<file path="src/rtl/i2s_tx_pkg.sv">
// Shared audio definitions for the I2S transmitter: sample width, default
// timing and the output format encodings, plus the slot-to-bit selector.
package i2s_tx_pkg;

  localparam int SAMPLE_W         = 24;
  localparam int DEF_CLKS_PER_BCK = 8;
  localparam int DEF_SLOTS        = 32;

  typedef enum logic {
    FMT_I2S = 1'b0,
    FMT_LJ  = 1'b1
  } fmt_e;

  typedef logic [SAMPLE_W-1:0] sample_t;

  // I2S delays the MSB by one slot; left-justified puts it in slot 0.
  function automatic logic slot_bit(input sample_t s, input fmt_e fmt,
                                    input logic [31:0] slot);
    logic [31:0] idx;
    logic [4:0]  bi;
    idx = (fmt == FMT_LJ) ? slot : slot - 32'd1;
    bi  = 5'(SAMPLE_W - 1) - idx[4:0];
    if (fmt == FMT_I2S && slot == 32'd0) return 1'b0;
    if (idx >= 32'(SAMPLE_W)) return 1'b0;
    return s[bi];
  endfunction

endpackage

</file>
<file path="src/rtl/i2s_slot_timer.sv">
// Frame counter kept as mixed-radix phase/slot/half fields. Exposes the
// upcoming position so the parent can register outputs aligned with it.
module i2s_slot_timer
  import i2s_tx_pkg::*;
#(
  parameter int CLKS_PER_BCK = DEF_CLKS_PER_BCK,
  parameter int SLOTS        = DEF_SLOTS,
  localparam int PW          = $clog2(CLKS_PER_BCK),
  localparam int SW          = $clog2(SLOTS)
) (
  input  logic          clk,
  input  logic          rst,
  output logic [PW-1:0] phase_nxt,
  output logic [SW-1:0] slot_nxt,
  output logic          half_nxt,
  output logic          next_sample
);

  logic [PW-1:0] phase_q, phase_d;
  logic [SW-1:0] slot_q, slot_d;
  logic          half_q, half_d;
  logic          next_sample_q, next_sample_d;

  // NOTE: every signal assigned here gets its default first, so no path
  // through the block can leave a value unassigned and infer a latch.
  always_comb begin
    phase_d = phase_q + PW'(1);
    slot_d  = slot_q;
    half_d  = half_q;
    if (phase_q == PW'(CLKS_PER_BCK - 1)) begin
      phase_d = '0;
      if (slot_q == SW'(SLOTS - 1)) begin
        slot_d = '0;
        half_d = ~half_q;
      end else begin
        slot_d = slot_q + SW'(1);
      end
    end
    next_sample_d = (phase_d == PW'(CLKS_PER_BCK - 1)) &&
                    (slot_d == SW'(SLOTS - 1)) && half_d;
  end

  // NOTE: sequential state uses non-blocking assignments so every flop
  // samples the pre-edge values regardless of statement order.
  always_ff @(posedge clk or posedge rst) begin
    if (rst) begin
      phase_q       <= '0;
      slot_q        <= '0;
      half_q        <= 1'b0;
      next_sample_q <= 1'b0;
    end else begin
      phase_q       <= phase_d;
      slot_q        <= slot_d;
      half_q        <= half_d;
      next_sample_q <= next_sample_d;
    end
  end

  assign phase_nxt   = phase_d;
  assign slot_nxt    = slot_d;
  assign half_nxt    = half_d;
  assign next_sample = next_sample_q;

endmodule

</file>
<file path="src/rtl/i2s_tx.sv">
// I2S / left-justified serial transmitter: captures one stereo sample per
// frame and shifts it out over the following frame with registered outputs.
module i2s_tx
  import i2s_tx_pkg::*;
#(
  parameter int CLKS_PER_BCK = DEF_CLKS_PER_BCK,
  parameter int SLOTS        = DEF_SLOTS
) (
  input  logic                clk,
  input  logic                rst,
  input  logic [SAMPLE_W-1:0] left_data,
  input  logic [SAMPLE_W-1:0] right_data,
  input  logic                lj_mode,
  input  logic                mute,
  output logic                next_sample,
  output logic                i2s_lrck,
  output logic                i2s_bck,
  output logic                i2s_data
);

  localparam int PW = $clog2(CLKS_PER_BCK);
  localparam int SW = $clog2(SLOTS);

  logic [PW-1:0] phase_nxt;
  logic [SW-1:0] slot_nxt;
  logic          half_nxt;
  logic          load;

  i2s_slot_timer #(
    .CLKS_PER_BCK(CLKS_PER_BCK),
    .SLOTS       (SLOTS)
  ) u_timer (
    .clk        (clk),
    .rst        (rst),
    .phase_nxt  (phase_nxt),
    .slot_nxt   (slot_nxt),
    .half_nxt   (half_nxt),
    .next_sample(load)
  );

  sample_t hold_l_q, hold_l_d;
  sample_t hold_r_q, hold_r_d;
  fmt_e    fmt_q, fmt_d;
  logic    bck_q, bck_d;
  logic    lrck_q, lrck_d;
  logic    data_q, data_d;

  // Outputs are computed for the upcoming count, using the freshly loaded
  // sample at the frame boundary, so they line up with the counter.
  always_comb begin
    hold_l_d = hold_l_q;
    hold_r_d = hold_r_q;
    fmt_d    = fmt_q;
    if (load) begin
      hold_l_d = mute ? '0 : left_data;
      hold_r_d = mute ? '0 : right_data;
      fmt_d    = fmt_e'(lj_mode);
    end
    bck_d  = (phase_nxt >= PW'(CLKS_PER_BCK / 2));
    lrck_d = half_nxt;
    data_d = slot_bit(half_nxt ? hold_r_d : hold_l_d, fmt_d, 32'(slot_nxt));
  end

  // NOTE: the hold registers are plain flops, not a memory, so they take the
  // async reset like everything else and start each run with silence.
  always_ff @(posedge clk or posedge rst) begin
    if (rst) begin
      hold_l_q <= '0;
      hold_r_q <= '0;
      fmt_q    <= FMT_I2S;
      bck_q    <= 1'b0;
      lrck_q   <= 1'b0;
      data_q   <= 1'b0;
    end else begin
      hold_l_q <= hold_l_d;
      hold_r_q <= hold_r_d;
      fmt_q    <= fmt_d;
      bck_q    <= bck_d;
      lrck_q   <= lrck_d;
      data_q   <= data_d;
    end
  end

  assign next_sample = load;
  assign i2s_bck     = bck_q;
  assign i2s_lrck    = lrck_q;
  assign i2s_data    = data_q;

endmodule
</file>
<file path="config.mk">
export PLATFORM = sky130hd
export DESIGN_NAME = i2s_tx
export DESIGN_NICKNAME = d
export VERILOG_FILES = /design/src/rtl/i2s_tx_pkg.sv /design/src/rtl/i2s_slot_timer.sv /design/src/rtl/i2s_tx.sv
export SDC_FILE = /design/constraint.sdc
export NUM_CORES = 1
export LEC_CHECK = 0
export BUFFER_PORTS_ARGS = -buffer_cell sky130_fd_sc_hd__clkbuf_2
export CELL_PAD_IN_SITES_DETAIL_PLACEMENT = 1
export CELL_PAD_IN_SITES_GLOBAL_PLACEMENT = 2
export CORE_UTILIZATION = 37
export DETAILED_ROUTE_END_ITERATION = 6
export PLACE_DENSITY = 0.83
export SLEW_MARGIN = 20
export SYNTH_ARGS = -nofsm -noshare
export SYNTH_HDL_FRONTEND = slang
export SYNTH_SLANG_ARGS = --single-unit
</file>
<file path="constraint.sdc">
create_clock -name clk -period 10.25 [get_ports clk]
set_input_delay 0 -clock clk [delete_from_list [all_inputs] [get_ports clk]]
set_output_delay 0 -clock clk [all_outputs]
set_load 0.03 [all_outputs]
</file>
* Word level (Yosys, flattened, before mapping)
Index checks and enable logic that the tools add are counted.
Cells by class: bitwise gates (word level) 2, add/sub/neg operators 4, reduce and logical (&&, ||, !) cells 4, multiply operators 0, $lt $le $gt $ge 3, mux-type cells 21, eq/ne operators 4, shift-type cells 0, div/mod/pow operators 0
Operators with widths (count):
- $mux W24 | 5
- $ge A32 B5 Y1 const B | 1
- $mux W32 | 1
- $mux W1 | 11
- $eq A5 B5 Y1 const B | 2
- $mux W5 | 2
- $eq A3 B3 Y1 const B | 2
- $lt A5 B6 Y1 const B | 1
- $sub A5 B1 Y6 const B | 1
- $add A5 B1 Y5 const B | 1
- $bmux W1 S5 | 1
- $logic_not A5 Y1 | 1
- $sub A5 B5 Y5 const A | 1
- $add A3 B1 Y3 const B | 1
- $ge A3 B3 Y1 const B | 1
- $logic_and A1 B1 Y1 | 3
- $mux W3 | 1
- $not A1 Y1 | 2
Word-level totals: latch bits 0, flip-flop bits (word level) 61, output and inout port bits 4, memory bits (read-only) 0, memories kept 0, RAM bits 0

* Longest topological paths before layout
depth after elaboration 10, mapped depth 15, depth with buffers taken out 15

* Hierarchy
Synthesis repeated with hierarchy kept, for this count alone.
Second synthesis, totals: cells, all modules 283, area, all modules 3134.3 sq um
Modules (own cells, without submodules):
- i2s_tx | cells each 240, instances 1, seq. area each 1301.2 sq um, area each 2627.5 sq um
- i2s_slot_timer | cells each 43, instances 1, seq. area each 250.2 sq um, area each 506.7 sq um

* Worst setup path before layout
OpenSTA, ideal clock, no wires.
path type register to register, start register u_timer.slot_q[0], end register data_q, in the netlist i2s_data, data arrival time 3.098 ns, library setup time 0.138 ns, clock period less this slack 3.236 ns, data required time 10.112 ns, slack 7.014 ns, stages on the path, launching flop included 12, cells stage by stage dfrtp_1 > ha_1 > and3_1 > ha_1 > nor3b_4 > nor2_1 > ha_1 > mux2i_1 > mux4_2 > mux2_2 > o2111ai_1 > o211ai_1
On the way: word-level cells in the longest chain between the ends 10, elaborated cells on any way between the ends 21, classes of those cells add/sub: 3; order compare: 1; eq/ne: 1; mux: 14; reduce/logical: 2
RTL lines:
- start, declared | RTL line i2s_slot_timer.sv:20 | logic [SW-1:0] slot_q, slot_d;
- start signal, assigned | RTL line i2s_slot_timer.sv:53 | slot_q <= slot_d;
- $add A5 B1 Y5 or $eq A5 B5 Y1 (tied branches) | RTL line i2s_slot_timer.sv:36, i2s_slot_timer.sv:32
- $mux W5 | RTL line i2s_slot_timer.sv:32 | if (slot_q == SW'(SLOTS - 1)) begin
- $mux W5 | RTL line i2s_slot_timer.sv:30 | if (phase_q == PW'(CLKS_PER_BCK - 1)) begin
- $sub A5 B1 Y6 | RTL line i2s_tx_pkg.sv:21 | idx = (fmt == FMT_LJ) ? slot : slot - 32'd1;
- $mux W32 | RTL line i2s_tx_pkg.sv:21
- $sub A5 B5 Y5 or $ge A32 B5 Y1 (tied branches) | RTL line i2s_tx_pkg.sv:22, i2s_tx_pkg.sv:24
- $bmux W1 S5 or $mux W1 (tied branches) | RTL line i2s_tx_pkg.sv:25, i2s_tx_pkg.sv:24
- $mux W1, on equally long branches | RTL line i2s_tx_pkg.sv:25, i2s_tx_pkg.sv:24
- $mux W1 | RTL line i2s_tx_pkg.sv:25 | return s[bi];
- $mux W1 * | RTL line i2s_tx_pkg.sv:24 | if (idx >= 32'(SAMPLE_W)) return 1'b0;
- via data_d | RTL line i2s_tx.sv:46 | logic data_q, data_d;
- end signal, assigned | RTL line i2s_tx.sv:80 | data_q <= data_d;
- end, declared | RTL line i2s_tx.sv:46
Mark *: on every way through the listed nets, which the timed path passes. The rest lies on a longest branch. The select of a mux whose other input is x is not followed.

* Final worst setup path
Ends and elaborated chain as after synthesis.

==> impl_metrics.yaml <==
sta:
  slew_violations: 0
  setup_ws_ns: 6.54
  finalHoldViolCount: 0
  fin_crit_ns: 3.71
  relSlewSlack: 0.299
  fin_setup_tns_ns: 0
  clock_skew_ns: 0.00537
  clock.fmax_ghz: 0.270
  fin_crit_sh: 0.362
  timing.hold.ws_ns: 0.0388
  setup_violations: 0
  worst_pin_slew_ns: 1.05
  rsz0062_at_grt: "false"
global_routing:
  overflow: 0
  antenna_found_initial: 0
  track_usage: 0.207
  grt_max_degree: 61
  grt_pass1_wl_mm: 13.6
  grt_pass1_vias: 2787
routing:
  routed_wl_mm: 7.86
  dr_total_vias: 2518
  wl_met3_um: 186
  vias_per_cell: 4.88
  top_layer_used: "met4"
  dr.pass1.iters: 4
  dr.first_iter.drc_count: 52
  drc: 0
  wl_met2_mm: 3.84
  detail-route-antenna-nets: 0
  wl_met1_mm: 3.67
  wl_per_cell_um: 15.2
final_layout:
  regArea_um2: 1500
  final_nets: 472
  area_delta_synth_final_pct: 32.4
  num-fill-cells: 894
  antennaDiodeCount: 0
  multi_input_area_um2: 1320
  drive_above_1_share: 0.229
synth:
  synth_edf_count: 0
  netlist.area_leader.share: 0.486
  synthAdderAreaFrac: 0.0364
  synth_top_cells_by_count: "dfrtp_1 (60), inv_1 (55), nand2_1 (45), o21ai_0 (39)"
  yosys-top-cells-area: "dfrtp_1 (49%), inv_1 (6.7%), o21ai_0 (6.3%)"
  post_synth.cell_area_avg_um2: 10.1
  ys_ff_latch: 60
  synth_nets: 368
  syn_inst: 307
  yosys.area_share.simple: 0.115
  synth_warnings: 0
  synth_cell_type_count: 48
  synth_largest_area_cell: "dfrtp_1"
  synth_compound_area_frac: 0.134
  synth_xor_area_frac: 0.0142
  netlist_area_um2: 3090
  synth_top_family_by_area: "compound AO/OA/AOI/OAI gates"
  synth_mux_area_frac: 0.125
  synth_ff_type: "dfrtp_1"
  synth_seq_area_share: 0.486
  synthMostInstantiatedCell: "dfrtp_1"
  synthArstFlopShare: 1.00
clock_tree:
  cts.sinks: 60
  cts_made_buffers: 9
  post_cts_buffers: 0
  cts_tree: "yes"
  cts_hold_buf: 49
  cts_resized: 0
  cts_max_path_buffers: 2
  path_clk_slew_ns: 0.07
  root_buffer: "clkbuf_8"
  cts-htree-levels: 3
  insertion_delay_ns: 0.34
floorplanning:
  die_w_um: 93.4
  core_area_um2: 7890
  die_h_um: 93.4
  dieArea_um2: 8730
  io_pins: 56
  start_util: 0.392
  core.rowCount: 32
placement:
  place_ws_ns: 6.51
  portBuffers: 55
  dp_hpwl_mm: 5.13
  finalWeightedCongestion: 0.748
worst_setup_path:
  rr_worst_depth: 11
  rrSetupSlack_ns: 6.54
  critPathArrivalTime_ns: 3.91
  r2r_end: "i2s_data"
  crit_start: "u_timer.slot_q[0]"
  required_ns: 10.45
  critical_path_class: "reg2reg"
  cp-end-kind: "flip-flop"
  worst-path-max-fanout: 7
  crit_path_frequent_cell: "ha_1"
  startpoint_type: "flip-flop"
  critPathMaxStageDelay_ns: 0.60
  worstReg2RegStart: "u_timer.slot_q[0]"
  slowest_stage: "mux2i_1"
  path_cells: "ha_1, and3_1, ha_1, nor3b_4, nor2_1, ha_1, mux2i_1, mux4_2, mux2_2, o2111ai_1, o211ai_1"
run:
  max_cap_viol_count: 0
power_and_ir_drop:
  p_int_uw: 347
  p_leak_uw: 0.00198
  p_seq_frac: 0.531
  switching_power_uw: 99.6
  power.density_nw_per_um2: 109
  pwr-share-comb: 0.068
  power_switching_share: 0.223
  clkPwrFrac: 0.401
  peakVddDrop_uv: 67.0
hold_path:
  min_path_type: "in2reg"
  min_to: "hold_r_q[22]"
  whs_path_depth: 3
  hold_start: "mute"
status:
  status: "completed"
worst max path at each step:
stage / endpoint
final: i2s_data
after floorplan: i2s_data
after global routing: i2s_data
after CTS: i2s_data
after global placement: i2s_data
after detailed placement: i2s_data
power by group through the flow:
| stage | sequential, uW | clock [uW] | combinational (uW) |
|---|---|---|---|
| after floorplan | 241 | 0 | 3.71 |
| after global placement | 241 | 0 | 15.0 |
| after detailed placement | 241 | 0 | 15.3 |
| after CTS | 237 | 186 | 29.8 |
| after global routing | 237 | 196 | 33.4 |
| final | 237 | 179 | 30.2 |
cell type report:
type,instances,share of cell area
multi-input combinational,179,0.323
clock buffer,11,0.0345
clock inverter,3,0.00367
sequential,60,0.367
tap,102,0.0312
inverter,55,0.0504
timing repair buffer,106,0.191
per-stage QoR:
stage	utilization	cells	total power [uW]	area, um^2
final	0.519	516	446	4090
after global routing	0.519	516	466	4090
after CTS	0.519	516	452	4090
after detailed placement	0.437	453	257	3450
after global placement	0.437	453	256	3450
after floorplan	-	307	245	3090
state kept, by name, summed over array words and instances, names as in the netlist:
register / count
hold_l_q: 24
hold_r_q: 24
u_timer.slot_q: 5
u_timer.phase_q: 2
fmt_q: 1
i2s_bck: 1
i2s_data: 1
u_timer.half_q: 1
u_timer.next_sample: 1
metal layers:
metal,GRT usage,up-vias
met5,0,-
met4,0.0936,0
met3,0.0325,13
met2,0.341,42
met1,0.269,1226
li1,-,1237
cells by family (layout without fill, tap and decap cells):
family	count (synthesis)	in the layout
buffers and inverters	68	175
XOR/XNOR	5	5
flip-flops	60	60
AO/OA/AOI/OAI	66	66
adder cells (fa/ha/maj)	9	9
multiplexers	26	26
AND/OR/NAND/NOR	73	73
placed cells by master (no fill, tap or decap), types with 2 or more instances in the layout:
cell type,count
clkinv_2,3
ha_1,9
clkbuf_2,55
mux2i_1,6
o21a_1,4
mux4_2,8
nor3_1,2
mux2_2,9
dlygate4sd3_1,49
inv_1,54
and3_1,3
o211ai_1,2
o221ai_1,2
a22o_1,8
dfrtp_1,60
xor2_1,4
or3_1,2
nand2_1,45
o21ai_0,39
nand3_1,2
mux2_1,2
clkbuf_8,10
nor2_1,8
buf_4,2
critical path: cells and delay by family (launching register included):
| kind | cells | cell delay (ns) |
|---|---|---|
| muxes | 3 | 1.30 |
| adders and majority gates | 3 | 0.87 |
| and+or+nand+nor | 3 | 0.63 |
| DFF | 1 | 0.46 |
| AOI/OAI and AO/OA | 2 | 0.30 |
No activity file was read; power rests on OpenSTA's default activity.
